`config.mk`:
```
export PLATFORM = sky130hd
export DESIGN_NAME = writeback_buffer
export DESIGN_NICKNAME = d
export VERILOG_FILES = /design/src/rtl/writeback_buffer.sv
export SDC_FILE = /design/constraint.sdc
export NUM_CORES = 1
export LEC_CHECK = 0
export CAP_MARGIN = 15
export CORE_ASPECT_RATIO = 1.25
export CORE_MARGIN = 4
export CORE_UTILIZATION = 40
export CTS_BUF_LIST = sky130_fd_sc_hd__clkbuf_4
export DETAILED_ROUTE_END_ITERATION = 16
export HOLD_SLACK_MARGIN = 0.08
export MAX_ROUTING_LAYER = met4
export PLACE_DENSITY = 0.68
export SLEW_MARGIN = 5
export SYNTH_ARGS = -nofsm -noshare
export SYNTH_HDL_FRONTEND = slang
export SYNTH_SLANG_ARGS = --single-unit
```
`constraint.sdc`:
```
create_clock -name write_clk -period 5.9 [get_ports write_clk]
set_input_delay 1.18 -clock write_clk [delete_from_list [all_inputs] [get_ports write_clk]]
set_output_delay 1.18 -clock write_clk [all_outputs]
set_load 0.02 [all_outputs]
```
`src/rtl/writeback_buffer.sv`:
```
// writeback_buffer: circular FIFO of pending register-file writes between
// the execute/commit side and the register file. It drains one entry per
// cycle unless the register file stalls. Writes to X31 (XZR) complete the
// handshake but are dropped.
// Optional feature: define WB_BYPASS_EN to enable the decode-side bypass
// lookup. Without it, the bypass outputs are tied to zero.

`ifndef WORD
`define WORD 64
`endif

module writeback_buffer #(
    parameter int DEPTH = 4,
    parameter int WIDTH = `WORD
) (
    input  logic                     write_clk,
    input  logic                     reset,
    input  logic                     flush,
    input  logic                     in_valid,
    output logic                     in_ready,
    input  logic [4:0]               in_reg,
    input  logic [WIDTH-1:0]         in_data,
    input  logic                     rf_stall,
    output logic                     rf_reg_write,
    output logic [4:0]               rf_write_reg,
    output logic [WIDTH-1:0]         rf_write_data,
    input  logic [4:0]               lookup_reg1,
    input  logic [4:0]               lookup_reg2,
    output logic                     bypass_hit1,
    output logic                     bypass_hit2,
    output logic [WIDTH-1:0]         bypass_data1,
    output logic [WIDTH-1:0]         bypass_data2,
    output logic [$clog2(DEPTH):0]   count,
    output logic                     empty
);

    localparam int PTR_W = $clog2(DEPTH);
    localparam int CNT_W = PTR_W + 1;
    localparam logic [4:0] XZR = 5'd31;

    logic [PTR_W-1:0] head_q, head_d;
    logic [PTR_W-1:0] tail_q, tail_d;
    logic [CNT_W-1:0] count_q, count_d;

    // Entry storage is not reset; only entries inside [head, head+count) are ever observed.
    logic [4:0]       reg_mem_q  [DEPTH];
    logic [WIDTH-1:0] data_mem_q [DEPTH];

    logic push;
    logic pop;

    assign empty    = (count_q == '0);
    assign count    = count_q;
    assign in_ready = !flush && (count_q < CNT_W'(DEPTH));

    // An XZR write is accepted but never becomes an entry.
    assign push = in_valid && in_ready && (in_reg != XZR);

    // Flush blocks the register-file write for its cycle, so the pop is suppressed too.
    assign rf_reg_write  = !empty && !rf_stall && !flush;
    assign pop           = rf_reg_write;
    assign rf_write_reg  = empty ? 5'd0 : reg_mem_q[head_q];
    assign rf_write_data = empty ? '0   : data_mem_q[head_q];

    // Next-state for pointers and occupancy; flush overrides any traffic.
    always_comb begin
        head_d  = head_q;
        tail_d  = tail_q;
        count_d = count_q;
        if (flush) begin
            head_d  = '0;
            tail_d  = '0;
            count_d = '0;
        end else begin
            if (push) tail_d = tail_q + PTR_W'(1);
            if (pop)  head_d = head_q + PTR_W'(1);
            case ({push, pop})
                2'b10:   count_d = count_q + CNT_W'(1);
                2'b01:   count_d = count_q - CNT_W'(1);
                default: count_d = count_q;
            endcase
        end
    end

    // Control state: asynchronously cleared, updated every write_clk edge.
    always_ff @(posedge write_clk or posedge reset) begin
        if (reset) begin
            head_q  <= '0;
            tail_q  <= '0;
            count_q <= '0;
        end else begin
            head_q  <= head_d;
            tail_q  <= tail_d;
            count_q <= count_d;
        end
    end

    // Entry storage: written at the tail on an accepted, non-XZR write.
    always_ff @(posedge write_clk) begin
        if (push) begin
            reg_mem_q[tail_q]  <= in_reg;
            data_mem_q[tail_q] <= in_data;
        end
    end

`ifdef WB_BYPASS_EN
    // Scan oldest to youngest so the last match (the youngest) wins.
    function automatic logic [WIDTH:0] bypass_lookup(input logic [4:0] key);
        logic             hit;
        logic [WIDTH-1:0] dat;
        logic [PTR_W-1:0] idx;
        hit = 1'b0;
        dat = '0;
        for (int i = 0; i < DEPTH; i++) begin
            idx = head_q + PTR_W'(i);
            if ((CNT_W'(i) < count_q) && (reg_mem_q[idx] == key) && (key != XZR)) begin
                hit = 1'b1;
                dat = data_mem_q[idx];
            end
        end
        return {hit, dat};
    endfunction

    // Decode-side bypass lookup for both read ports.
    always_comb begin
        {bypass_hit1, bypass_data1} = bypass_lookup(lookup_reg1);
        {bypass_hit2, bypass_data2} = bypass_lookup(lookup_reg2);
    end
`else
    logic unused_lookup;
    assign unused_lookup = &{1'b0, lookup_reg1, lookup_reg2};

    // Bypass disabled: ports stay present but are held at zero.
    always_comb begin
        bypass_hit1  = 1'b0;
        bypass_hit2  = 1'b0;
        bypass_data1 = '0;
        bypass_data2 = '0;
    end
`endif

endmodule
```
# Word level (Yosys, flattened, before mapping)
# Memories as Yosys holds them, arrays and structs flattened.
# Index checks and enable logic that the tools add are counted.
classes:
  addsub: 4
  mul: 0
  n_div: 0
  n_lt_le_gt_ge: 1
  eq_ne: 3
  shifts: 0
  muxes: 10
  n_bitwise: 0
  n_reduce_logical: 12
op_table:
  columns: ["operator", "count"]
  rows:
  - ["$mux W64", 1]
  - ["$mux W2", 4]
  - ["$pmux W3 S2", 1]
  - ["$logic_and A1 B1 Y1", 5]
  - ["$mux W5", 1]
  - ["$ne A5 B5 Y1 const B", 1]
  - ["$add A2 B1 Y2 const B", 2]
  - ["$reduce_bool A2 Y1", 2]
  - ["$add A3 B1 Y3 const B", 1]
  - ["$logic_not A1 Y1", 3]
  - ["$logic_not A3 Y1", 1]
  - ["$lt A3 B3 Y1 const B", 1]
  - ["$mux W3", 1]
  - ["$reduce_bool A3 Y1", 1]
  - ["$sub A3 B1 Y3 const B", 1]
  - ["$eq A2 B1 Y1 const B", 1]
  - ["$eq A2 B2 Y1 const B", 1]
  - ["$mux W1", 2]
word_totals:
  register_bits: 7
  latchBits: 0
  ramBits: 276
  romBits: 0
  inputBits: 84
  out_inout_bits: 205
  elab_cells: 35
  mem_count: 2
mem_list:
  columns: ["memory", "words", "width", "read_ports", "rd_ports_with_merged_regs", "wr", "line", "rtl"]
  rows:
  - ["data_mem_q", 4, 64, 1, 0, 1, "47", "logic [WIDTH-1:0] data_mem_q [DEPTH];"]
  - ["reg_mem_q", 4, 5, 1, 0, 1, "46", "logic [4:0] reg_mem_q [DEPTH];"]

# Logic depth before layout (Yosys ltp)
depth:
  ltp_word: 7
  mapped_depth: 9
  mapped_depth_nobuf: 8

# Worst setup path before layout
# No wires, ideal clock.
synth_timing:
  path_type: "input port to flip-flop"
  start: "input port flush"
  end: "memory data_mem_q[0][0] (netlist name), enable pin"
  setup_ns: 0.435
  arrival_time_ns: 3.609
  required_ns: 5.465
  setup_slack_ns: 1.857
  path_stages: 4
  n_path_buf: 1
  cell_sequence: "nor2_1 -> o211a_1 -> buf_4 -> and2_1"
synth_via:
  elab_chain_cells: 6
synth_lines:
  columns: ["element", "line", "rtl"]
  rows:
  - ["from (decl)", "18", "input logic flush,"]
  - ["$logic_not A1 Y1", "54", "assign in_ready = !flush && (count_q < CNT_W'(DEPTH));"]
  - ["$logic_and A1 B1 Y1", "54", null]
  - ["$logic_and A1 B1 Y1 (2 in series)", "57", "assign push = in_valid && in_ready && (in_reg != XZR);"]
  - ["$mux W1", "100", "if (push) begin"]
  - ["$mux W1 (implied by the code)", "102", "data_mem_q[tail_q] <= in_data;"]
  - ["to (decl)", "47", null]
# No other way between the ends.

# Worst setup path in the final report
layout_timing:
  start: "register head_q[0]"
  end: "output port rf_write_data[31]"
layout_via:
  elab_chain_cells: 2
layout_lines:
  columns: ["element", "line", "rtl"]
  rows:
  - ["from (decl)", "41", "logic [PTR_W-1:0] head_q, head_d;"]
  - ["from (signal assigned)", "88", "head_q <= '0;"]
  - ["from (signal assigned)", "92", "head_q <= head_d;"]
  - ["$mem_v2 Z4 W64", null, null]
  - ["$mux W64", "63", "assign rf_write_data = empty ? '0 : data_mem_q[head_q];"]
  - ["to (decl)", "26", "output logic [WIDTH-1:0] rf_write_data,"]
# No other way between the ends.

==> results.json <==
{
  "cells_resized_by_post_cts_repair": 0,
  "proportion_of_layout_cells_with_a_drive_suffix_above_1_pct": 21.9,
  "critPathMaxStageDelay_ns": 0.85,
  "area_delta_synth_final_pct": 19.4,
  "vias_in_the_first_global_route": 6067,
  "worstSetupPathType": "flop to output pin",
  "route.final.wire_length_um": 23100,
  "wire_length_of_the_first_global_routing_pass_um": 34700,
  "fmax_mhz": 225,
  "timing.final.setup_violations": 0,
  "maxSlewHeadroom_pct": 37.2,
  "setup_tns_ns": 0,
  "outcome": "completed",
  "grt_usage_pct": 14.5,
  "route.detailed.vias_per_inst": 4.58,
  "maximum_fanout_along_the_worst_path": 44,
  "mappedNetlistArea_mm2": 0.0119,
  "postSynthAreaPerCell_um2": 19.1,
  "worst_hold_path.num_cells": 2,
  "pin_count": 289,
  "finish.utilization_pct": 48.5,
  "ff2ff_path_depth": 9,
  "count_of_antenna_violating_nets_left_after_detailed_routing": 0,
  "first_iter_violations": 210,
  "cts.root.buffer_cell": "sky130_fd_sc_hd__clkbuf_4",
  "core_region_mm2": 0.0293,
  "cts_num_sinks": 283,
  "min_to": "tail_q[1]",
  "mostFrequentLayoutCell": "sky130_fd_sc_hd__edfxtp_1",
  "reg2reg_setup_slack_ns": 3.10,
  "gp_congestion": 0.658,
  "report.final.slew_viol_count": 0,
  "worst_path_dominant_cell_family": "buffers and inverters",
  "detailed_place_hpwl_um": 13600,
  "finalClockSkew_ns": 0.0412,
  "rr_endpoint": "count[1]",
  "final.fill_count": 2470,
  "insertion_delay_ns": 0.68,
  "max-cap-violations": 0,
  "max-clock-path-buffers": 3,
  "cp_data_arrival_time_ns": 3.26,
  "post-route-period-util_pct": 75.2,
  "cts_setup_buffers": 0,
  "worstPathRequired_ns": 4.72,
  "antenna_found_initial": 3,
  "routedWlPerCell_um": 18.2,
  "grt_util_met2_pct": 24.9,
  "min-delay-start": "tail_q[1]",
  "min_path_type": "flop to flop",
  "pre_cts_slack_ns": 1.67,
  "ys_types": 33,
  "tightest_slew_ns": 0.943,
  "power_density_mw_per_mm2": 330,
  "clk_pin_slew_ns": 0.06,
  "critical_path.startpoint_type": "flop",
  "gr-usage-met1_pct": 15.8,
  "timing.critical_path.to_type": "output pin",
  "die_w_um": 162,
  "placement.io_buffers": 148,
  "vdd.ir_drop.worst_mv": 0.153,
  "htree_num_levels": 3,
  "design.die.area_mm2": 0.0326,
  "grt_most_used_layer": "met2",
  "finalWorstSetupSlack_ns": 1.46,
  "crit_path_cell_trace": "buf_12 > mux4_2 > nor2b_1 > clkdlybuf4s50_1",
  "finish.net_count": 916,
  "syn_inst": 624,
  "worst_r2r_startpoint": "count[0]",
  "ys_seq_elements": 283,
  "ctsHoldBuffers": 0,
  "route.detailed.drc": 0,
  "met3_usage_pct": 4.79,
  "critical_path_buf_inv_count": 2,
  "synth.yosys.seq_area_share_pct": 71.0,
  "gr-total-overflow": 0,
  "dieHeight_um": 201,
  "grt_max_degree": 60,
  "slowest_cell_on_crit_path": "sky130_fd_sc_hd__dfrtp_4",
  "cts_tree": "yes",
  "min_period_ns": 4.44,
  "yosys_warnings": 0,
  "layout_common_cells": "276 x sky130_fd_sc_hd__edfxtp_1, 148 x sky130_fd_sc_hd__clkdlybuf4s50_1, 130 x sky130_fd_sc_hd__conb_1",
  "num_cts_buffers": 71,
  "rsz_0062_raised_after_global_routing": "no",
  "finalHoldViolCount": 0,
  "drt-pass1-iter-count": 4,
  "total_leakage_power_nw": 4.75,
  "row_count": 70,
  "num_vias": 5819,
  "start_util_pct": 40.6
}
-- synth_stat cells --
master	n	area share (%)
sky130_fd_sc_hd__o21ai_0	1	0.042
sky130_fd_sc_hd__inv_1	3	0.094
sky130_fd_sc_hd__clkbuf_1	10	0.31
sky130_fd_sc_hd__nand2b_1	1	0.053
sky130_fd_sc_hd__ha_1	4	0.42
sky130_fd_sc_hd__o221ai_1	1	0.073
sky130_fd_sc_hd__and2_1	4	0.21
sky130_fd_sc_hd__o211a_1	1	0.084
sky130_fd_sc_hd__dfrtp_1	7	1.5
sky130_fd_sc_hd__buf_6	8	0.76
sky130_fd_sc_hd__a21oi_1	1	0.042
sky130_fd_sc_hd__or2_2	2	0.10
sky130_fd_sc_hd__a311o_1	1	0.084
sky130_fd_sc_hd__buf_4	131	8.2
sky130_fd_sc_hd__nand4b_1	1	0.073
sky130_fd_sc_hd__or3b_1	1	0.073
sky130_fd_sc_hd__xor2_1	1	0.073
sky130_fd_sc_hd__nor2b_1	70	3.7
sky130_fd_sc_hd__nand3b_1	1	0.063
sky130_fd_sc_hd__buf_2	8	0.34
sky130_fd_sc_hd__nand2_1	2	0.063
sky130_fd_sc_hd__nor2_1	8	0.25
sky130_fd_sc_hd__mux2i_1	1	0.084
sky130_fd_sc_hd__mux4_2	69	13
sky130_fd_sc_hd__xnor2_1	3	0.22
sky130_fd_sc_hd__edfxtp_1	276	70
sky130_fd_sc_hd__nand3_1	1	0.042
sky130_fd_sc_hd__conb_1	1	0.031
sky130_fd_sc_hd__o211ai_1	1	0.063
sky130_fd_sc_hd__nor3b_1	1	0.063
sky130_fd_sc_hd__nor4bb_1	1	0.084
sky130_fd_sc_hd__fa_1	1	0.17
sky130_fd_sc_hd__nor3_1	2	0.084
-- metrics by stage --
| step | instances | hold WS (ns) | power [mW] | instance area [um2] |
|---|---|---|---|---|
| after floorplan | 753 | 0.538 | 2.92 | 12400 |
| after global placement | 1150 | 0.578 | 3.19 | 13400 |
| after detailed placement | 1150 | 0.584 | 3.20 | 13400 |
| after CTS | 1268 | 0.598 | 4.79 | 14200 |
| after global routing | 1271 | 0.651 | 4.94 | 14200 |
| final | 1271 | 0.597 | 4.70 | 14200 |
-- per-layer routing --
layer	wire length (um)	up-vias	part of all wire, %
li1	-	2582	-
met1	8750	2925	38
met2	12100	279	52
met3	1920	33	8.3
met4	343	0	1.5
met5	0	-	0
-- worst reg2reg max path: stages (launching register included) --
cell                      delay, ns
sky130_fd_sc_hd__dfrtp_1       0.47
sky130_fd_sc_hd__nor3_2        0.23
sky130_fd_sc_hd__buf_4         0.43
sky130_fd_sc_hd__or2_2         0.26
sky130_fd_sc_hd__nor3_1        0.07
sky130_fd_sc_hd__fa_1          0.48
sky130_fd_sc_hd__nor2b_1       0.15
sky130_fd_sc_hd__or3b_1        0.36
sky130_fd_sc_hd__a21oi_1       0.13
sky130_fd_sc_hd__a311o_1       0.13
-- how the worst max path moves through the flow --
| stage | startpoint | end | slack (ns) | cells after the start |
|---|---|---|---|---|
| 3_3_place_gp | flush | data_mem_q[0][41] | 1.68 | 5 |
| 3_5_place_dp | flush | data_mem_q[0][40] | 1.67 | 5 |
| 4_1_cts | head_q[0] | rf_write_data[31] | 1.26 | 4 |
| 5_1_grt | head_q[0] | rf_write_data[60] | 1.18 | 4 |
| 2_1_floorplan | flush | data_mem_q[0][0] | 1.86 | 4 |
| 6_report | head_q[0] | rf_write_data[31] | 1.46 | 4 |
-- state kept, by name, indices dropped and copies added, names as in the netlist --
name,cells
data_mem_q,256
reg_mem_q,20
count,3
head_q,2
tail_q,2
-- final cells by class --
type                    instances  area (um2)  area share [%]
flip-flops and latches        283        8470            59.5
multi-input cells             310        2800            19.6
repair buffers                158        1590            11.2
clock buffers                  93         698            4.91
well taps                     396         495            3.48
clock inverters                25         161            1.13
inverters                       3        11.3          0.0791
diodes                          3        7.51          0.0527
-- power breakdown --
part	switching [mW]	internal, mW	leakage, nW	total, mW
Combinational	0.444	0.383	1.65	0.826
Clock	0.737	0.824	0.508	1.56
Sequential	0.0439	2.26	2.60	2.31
Total	1.22	3.47	4.75	4.70
-- cells by family (layout without fill, tap and decap cells) --
family	after synthesis	after routing	synth area share (%)
multiplexers	70	70	13.1
other	1	133	0.0315
XOR/XNOR	4	4	0.294
flip-flops	283	283	71.0
AO/OA/AOI/OAI	6	6	0.388
adder cells (fa/ha/maj)	5	5	0.588
buffers and inverters	160	279	9.75
AND/OR/NAND/NOR	95	95	4.84
Power figures use the tool's default switching activity.
